<file path="config.mk">
export PLATFORM = sky130hd
export DESIGN_NAME = spi_matrix_tx_master
export DESIGN_NICKNAME = d
export VERILOG_FILES = /design/src/rtl/spi_matrix_tx_master.sv
export SDC_FILE = /design/constraint.sdc
export NUM_CORES = 1
export LEC_CHECK = 0
export CAP_MARGIN = 20
export CORE_MARGIN = 4
export CORE_UTILIZATION = 49
export CTS_CLUSTER_SIZE = 16
export DETAILED_ROUTE_END_ITERATION = 10
export GPL_ROUTABILITY_DRIVEN = 0
export PLACE_DENSITY = 0.69
export SLEW_MARGIN = 0
export SYNTH_ARGS = -nofsm -noshare
export SYNTH_HDL_FRONTEND = slang
export SYNTH_SLANG_ARGS = --single-unit
</file>
<file path="constraint.sdc">
create_clock -name spi_sclk -period 2.3 [get_ports spi_sclk]
set_input_delay 0.345 -clock spi_sclk [delete_from_list [all_inputs] [get_ports spi_sclk]]
set_output_delay 0.345 -clock spi_sclk [all_outputs]
set_load 0.05 [all_outputs]
</file>
<file path="src/rtl/spi_matrix_tx_master.sv">
// Streams NUM_WORDS 16-bit words from a synchronous SRAM onto SPI (MSB first),
// grouping up to FRAME_WORDS words per chip-select frame with a one-word prefetch.
module spi_matrix_tx_master #(
    parameter int NUM_WORDS   = 4096,
    parameter int FRAME_WORDS = 16,
    parameter int LEAD_CYCLES = 2,
    parameter int GAP_CYCLES  = 4,
    parameter int ADDR_W      = 12
) (
    input  logic              spi_sclk,
    input  logic              sys_rst_n,
    input  logic              start,
    input  logic              abort,
    output logic              mem_re,
    output logic [ADDR_W-1:0] mem_addr,
    input  logic [15:0]       mem_rdata,
    output logic              spi_cs_n,
    output logic              spi_mosi,
    output logic              busy,
    output logic              done,
    output logic [ADDR_W:0]   words_sent
);

    localparam int LEAD_W = (LEAD_CYCLES > 1) ? $clog2(LEAD_CYCLES) : 1;
    localparam int GAP_W  = (GAP_CYCLES > 1) ? $clog2(GAP_CYCLES) : 1;
    localparam int WIF_W  = (FRAME_WORDS > 1) ? $clog2(FRAME_WORDS) : 1;
    localparam logic [ADDR_W-1:0] LAST_IDX  = ADDR_W'(NUM_WORDS - 1);
    localparam logic [LEAD_W-1:0] LEAD_LAST = LEAD_W'(LEAD_CYCLES - 1);
    localparam logic [GAP_W-1:0]  GAP_LAST  = GAP_W'(GAP_CYCLES - 1);
    localparam logic [WIF_W-1:0]  WIF_LAST  = WIF_W'(FRAME_WORDS - 1);

    typedef enum logic [2:0] {IDLE, FETCH, LEAD, SHIFT, GAP, DONE} state_t;

    state_t              r_state, w_next;
    logic [ADDR_W-1:0]   r_word_idx;
    logic [WIF_W-1:0]    r_wif;
    logic [3:0]          r_bit_cnt;
    logic [LEAD_W-1:0]   r_lead_cnt;
    logic [GAP_W-1:0]    r_gap_cnt;
    logic [15:0]         r_shift;
    logic [15:0]         r_prefetch;
    logic [ADDR_W-1:0]   r_addr_hold;
    logic [ADDR_W:0]     r_words_sent;

    logic                w_last_in_frame;
    logic                w_is_last_word;
    logic                w_bit_end;
    logic                w_abort;
    logic [ADDR_W-1:0]   w_addr;

    assign w_is_last_word  = (r_word_idx == LAST_IDX);
    assign w_last_in_frame = (r_wif == WIF_LAST) || w_is_last_word;
    assign w_bit_end       = (r_bit_cnt == 4'd15);
    assign w_abort         = abort && (r_state != IDLE);
    assign words_sent      = r_words_sent;
    // Address is only meaningful while mem_re is high; otherwise show the last one issued.
    assign mem_addr        = mem_re ? w_addr : r_addr_hold;

    always_ff @(posedge spi_sclk or negedge sys_rst_n) begin
        if (!sys_rst_n) r_state <= IDLE;
        else            r_state <= w_next;
    end

    always_comb begin
        w_next   = r_state;
        mem_re   = 1'b0;
        w_addr   = r_word_idx;
        spi_cs_n = 1'b1;
        spi_mosi = 1'b0;
        busy     = (r_state != IDLE);
        done     = 1'b0;
        case (r_state)
            IDLE: begin
                if (start && !abort) w_next = FETCH;
            end
            FETCH: begin
                mem_re = 1'b1;
                w_next = LEAD;
            end
            LEAD: begin
                spi_cs_n = 1'b0;
                if (r_lead_cnt == LEAD_LAST) w_next = SHIFT;
            end
            SHIFT: begin
                spi_cs_n = 1'b0;
                spi_mosi = r_shift[15];
                if (r_bit_cnt == 4'd1 && !w_last_in_frame) begin
                    mem_re = 1'b1;
                    w_addr = r_word_idx + ADDR_W'(1);
                end
                if (w_bit_end && w_last_in_frame)
                    w_next = w_is_last_word ? DONE : GAP;
            end
            GAP: begin
                if (r_gap_cnt == GAP_LAST) w_next = FETCH;
            end
            DONE: begin
                done   = 1'b1;
                w_next = IDLE;
            end
            default: w_next = IDLE;
        endcase
        if (w_abort) w_next = IDLE;
    end

    // Datapath freezes on abort so words_sent keeps the count of completed words.
    always_ff @(posedge spi_sclk or negedge sys_rst_n) begin
        if (!sys_rst_n) begin
            r_word_idx   <= '0;
            r_wif        <= '0;
            r_bit_cnt    <= '0;
            r_lead_cnt   <= '0;
            r_gap_cnt    <= '0;
            r_shift      <= '0;
            r_prefetch   <= '0;
            r_addr_hold  <= '0;
            r_words_sent <= '0;
        end else if (!w_abort) begin
            if (mem_re) r_addr_hold <= w_addr;
            case (r_state)
                IDLE: begin
                    if (start && !abort) begin
                        r_word_idx   <= '0;
                        r_wif        <= '0;
                        r_words_sent <= '0;
                    end
                end
                FETCH: begin
                    r_lead_cnt <= '0;
                end
                LEAD: begin
                    if (r_lead_cnt == '0) r_shift <= mem_rdata;
                    r_lead_cnt <= r_lead_cnt + LEAD_W'(1);
                    r_bit_cnt  <= '0;
                end
                SHIFT: begin
                    r_shift   <= {r_shift[14:0], 1'b0};
                    r_bit_cnt <= r_bit_cnt + 4'd1;
                    if (r_bit_cnt == 4'd2 && !w_last_in_frame) r_prefetch <= mem_rdata;
                    if (w_bit_end) begin
                        r_words_sent <= r_words_sent + (ADDR_W+1)'(1);
                        if (!w_last_in_frame) begin
                            r_shift    <= r_prefetch;
                            r_word_idx <= r_word_idx + ADDR_W'(1);
                            r_wif      <= r_wif + WIF_W'(1);
                        end else if (!w_is_last_word) begin
                            r_word_idx <= r_word_idx + ADDR_W'(1);
                            r_wif      <= '0;
                            r_gap_cnt  <= '0;
                        end
                    end
                end
                GAP: begin
                    r_gap_cnt <= r_gap_cnt + GAP_W'(1);
                end
                default: ;
            endcase
        end
    end

endmodule

</file>
* Word-level counts from Yosys, hierarchy flattened
Index checks and enable logic that the tools add are counted.
Storage, ports and cells: output and inout bits 30, input bits 20, bits in registers 83
Cells by class: bitwise logic cells 1, multiplexer cells 38, add/subtract/negate cells 6, reductions and logical operators 23, equal/unequal tests 21
Operator list (count):
- $mux W12 | 7
- $mux W16 | 3
- $pmux W16 S2 | 1
- $mux W13 | 2
- $pmux W13 S2 | 1
- $pmux W12 S2 | 1
- $mux W4 | 4
- $pmux W4 S2 | 2
- $mux W3 | 5
- $ne A3 B3 Y1 const B | 5
- $pmux W3 S5 | 1
- $add A13 B1 Y13 const B | 1
- $add A12 B1 Y12 const B | 1
- $eq A12 B12 Y1 const B | 1
- $ne A2 B2 Y1 const B | 5
- $reduce_and A5 Y1 | 2
- $add A4 B1 Y4 const B | 2
- $eq A4 B4 Y1 const B | 2
- $reduce_and A4 Y1 | 2
- $reduce_bool A2 Y1 | 4
- $eq A3 B2 Y1 const B | 2
- $eq A3 B3 Y1 const B | 2
- $mux W2 | 3
- $reduce_and A3 Y1 | 2
- other kinds (17) | 28

* Logic depth before layout (Yosys ltp)
word-level depth 7, mapped depth 8, mapped depth without buffers 6

* Worst setup path after synthesis
No wires, ideal clock.
kind register to output, start point reg r_word_idx[0], end point out mem_addr[7], data arrival time 2.886 ns, stages on the path, launching flop included 9, path slack -0.931 ns, cells stage by stage dfrtp_1 > ha_1 > nand3_1 > or4_1 > buf_2 > clkbuf_1 > a31oi_1 > nor2_1 > nor3_1
On the way: longest elaborated chain between the ends 7, elaborated cells on any way between the ends 10, those cells by class add/sub (1); eq/ne (1); mux (5); reduce/logical (3)
Ends and longest elaborated chain:
- start, declared | line 35 | logic [ADDR_W-1:0] r_word_idx;
- start signal, assigned | line 144 | r_word_idx <= r_word_idx + ADDR_W'(1);
- start signal, assigned | line 147 | r_word_idx <= r_word_idx + ADDR_W'(1);
- branches (longest 6 deep; another with $add A12 B1 Y12)
- $mux W12 (*)
- end, declared | line 15 | output logic [ADDR_W-1:0] mem_addr,
Every way passes the cells marked *.

* Worst setup path in the final report
start point reg r_word_idx[0], end point out mem_addr[9]
The elaborated chain is that of the path after synthesis.

==> impl_metrics.py <==
metrics = {
    "run_status": {
        "outcome": "complete, but fails checks",
        "violations": "negative setup slack",
    },
    "global_route": {
        "first_global_vias": 4549,
        "gr-total-overflow": 0,
        "grt_pass1_wl_um": 22900,
        "grt_use_total_pct": 25.2,
        "grt_max_degree": 48,
        "antenna_found_initial": 0,
    },
    "routing": {
        "drt_iter0_markers": 335,
        "first_pass_iters": 5,
        "antenna_left": 0,
        "num_vias": 4525,
        "drt-total-wl_um": 13800,
        "vias_per_cell": 6.11,
        "post-route-drc-count": 0,
        "wl_per_cell_um": 18.7,
    },
    "critical_path": {
        "worstSetupPathType": "reg2out",
        "setup.worst_path.end": "mem_addr[9]",
        "rr_worst_depth": 8,
        "crit_arrival_ns": 2.35,
        "r2r_slack_ns": -0.01,
        "crit_required_ns": 1.96,
        "end_kind": "primary output",
        "crit_fanout": 6,
        "startpoint_type": "flip-flop",
        "crit_path_start": "r_word_idx[0]",
        "worstReg2RegEnd": "r_shift[14]",
        "r2r-start": "r_word_idx[9]",
    },
    "power": {
        "power_density_nw_per_um2": 943,
        "intPower_uw": 3820,
        "p_seq_share_pct": 33.4,
        "swShare_pct": 39.9,
        "pwr-share-comb_pct": 46.8,
        "peakVddDrop_uv": 660,
        "power_frac_clock_pct": 19.7,
        "power_switching_uw": 2540,
        "leakage_uw": 0.00298,
    },
    "timing": {
        "drv_slew": 0,
        "fmax_ghz": 0.371,
        "final-hold-violation-count": 0,
        "tightest_slew_ns": 0.518,
        "period_minus_slack_ns": 2.70,
        "rsz0062_at_grt": "yes",
        "fin_crit_sh_pct": 117,
        "fin_ws_ns": -0.399,
        "max_slew_margin_pct": 65.5,
        "skew_ns": 0.00811,
        "setup_viol": 13,
    },
    "job": {
        "max-cap-violations": 0,
    },
    "placed_design": {
        "place_hpwl_um": 9140,
        "dp_cells": 712,
        "place_area_um2": 5990,
        "io_buffers": 49,
    },
    "yosys": {
        "synth_cell_types": 56,
        "yosysTopAreaCell": "dfrtp_1",
        "avgSynthCellArea_um2": 9.60,
        "ys.flop_type": "dfrtp_1",
        "netlist_instances": 493,
        "synthesis.nets": 520,
        "synth_area_leaders": "dfrtp_1 (44%), mux2_2 (5.7%), nor2_1 (4.5%), o21ai_0 (3.4%), mux2_4 (3.2%)",
        "async_flop_share_pct": 100,
        "yosysSeqAreaShare_pct": 43.9,
        "synth-seq-cells": 83,
        "syn-cell-area_um2": 4730,
        "synth-edff-count": 0,
        "synth_top_cell_area_share_pct": 43.9,
        "synth_warnings": 0,
    },
    "final_layout": {
        "diodes": 0,
        "nets": 633,
        "layout_commonest_cell": "dfrtp_1",
        "area_delta_synth_final_pct": 42.4,
        "fin_area_um2": 6740,
        "final_cells": 740,
        "layout_common_cells": "dfrtp_1 (83), buf_4 (68), nor2_1 (54)",
        "final_layout_size_suffix_gt1_share_pct": 35.0,
        "fill_cells": 650,
    },
    "cts": {
        "clock-sinks": 83,
        "clk_pin_slew_ns": 0.10,
        "cts_buffers": 9,
        "root_buffer": "clkbuf_8",
        "cts_max_level": 3,
        "clockBufferDepth": 2,
        "cts_tree": "built",
        "clk_latency_ns": 0.37,
    },
    "floorplanning": {
        "die_area_um2": 11300,
        "start_util_pct": 50.7,
        "coreArea_um2": 9330,
        "placementRows": 35,
        "die_height_um": 106,
        "io-pin-count": 50,
        "die_w_um": 106,
    },
    "hold_path": {
        "hp-class": "in2async",
    },
}
[how the worst min path moves through the flow]
stage | to | startpoint | slack [ns] | cells after the start
after floorplan | r_addr_hold[0] | sys_rst_n | 0.05 | 0
after global placement | words_sent[8] | sys_rst_n | 0.35 | 1
after detailed placement | words_sent[8] | sys_rst_n | 0.35 | 1
after CTS | words_sent[8] | sys_rst_n | 0.49 | 2
after global routing | words_sent[8] | sys_rst_n | 0.52 | 2
final | words_sent[8] | sys_rst_n | 0.48 | 2
[sequential cells by signal, summed over array words and instances, names as in the netlist]
signal and count:
r_wif 4, r_state 3, r_addr_hold 12, r_prefetch 16, r_shift 16, r_lead_cnt 1
words_sent 13, r_gap_cnt 2, r_word_idx 12, r_bit_cnt 4
[Yosys cell counts, types with 2 or more instances]
master	instances
dfrtp_1	83
nor2_1	57
o21ai_0	32
nand2_1	31
mux2_2	24
nand3_1	24
clkbuf_1	19
a31oi_1	16
o31ai_1	16
a221oi_1	15
inv_1	15
mux2i_1	15
a21oi_1	12
nor3_1	12
mux2_4	10
and2_1	8
buf_2	7
ha_1	7
o22ai_1	7
and3_1	6
nand4_1	6
xnor2_1	6
nor4_1	5
or2_2	5
or3_1	5
xor2_1	5
o21a_1	4
nand2b_1	3
o211ai_1	3
o2bb2ai_1	3
or4_1	3
a221o_1	2
a32oi_1	2
buf_6	2
o41ai_1	2
[cell families (layout without fill, tap and decap cells)]
family	count (synthesis)	in the layout	synth area share (%)
XOR/XNOR	11	11	2.04
AO/OA/AOI/OAI	124	124	17.7
multiplexers	49	49	12.1
buffers and inverters	44	162	3.99
adder cells (fa/ha/maj)	7	7	1.85
AND/OR/NAND/NOR	175	175	18.5
flip-flops	83	83	43.9
[power by group through the flow]
| stage | Combinational (µW) | Sequential, µW | Clock [µW] |
|---|---|---|---|
| 6_report | 2980 | 2120 | 1250 |
| 5_1_grt | 3180 | 2170 | 1340 |
| 4_1_cts | 2810 | 2090 | 1280 |
| 3_5_place_dp | 2600 | 2110 | 0 |
| 3_3_place_gp | 2520 | 2090 | 0 |
| 2_1_floorplan | 1560 | 2140 | 0 |
[final cells by class]
type / instances / area (µm²) / area share [%]
well taps: 129 / 161 / 2.40
inverters: 16 / 60.1 / 0.891
clock inverters: 7 / 109 / 1.62
clock buffers: 9 / 124 / 1.84
multi-input cells: 366 / 2860 / 42.4
flip-flops and latches: 83 / 2080 / 30.8
repair buffers: 130 / 1350 / 20.0
[routing by layer]
metal,share of wire (%),GRT usage (%)
met2,50,42.3
met3,6.1,5.28
met5,0,0
met4,2.1,6.57
met1,42,33.2
[worst max-delay path, cell delays in order, from the launching register on]
cell	delay, ns
dfrtp_1	0.41
buf_4	0.18
nand4_1	0.26
nor3_1	0.39
nor3_2	0.08
o21a_1	0.18
a221o_2	0.32
buf_12	0.15
[what timing repair did]
action	4_1_cts	5_1_grt
hold buffers	1	0
setup buffers	6	5
endpoints found under the setup margin	28	33
endpoints found under the hold margin	36	0
gates resized for setup	48	31
pin swaps	21	16
cloned	1	0
[per-stage QoR]
step                worst slack (ns)  hold slack [ns]  power (µW)  TNS (ns)  utilization, %
floorplan                     -0.314           0.0494        3690    -0.440               -
global placement              -0.104            0.350        4610     -2.05            64.3
detailed placement            -0.178            0.346        4700     -3.82            64.3
CTS                           -0.370            0.489        6180     -3.79            70.4
global route                  -0.494            0.521        6680     -5.58            72.2
finish                        -0.399            0.476        6350     -3.74            72.2
Power figures use the tool's default switching activity.
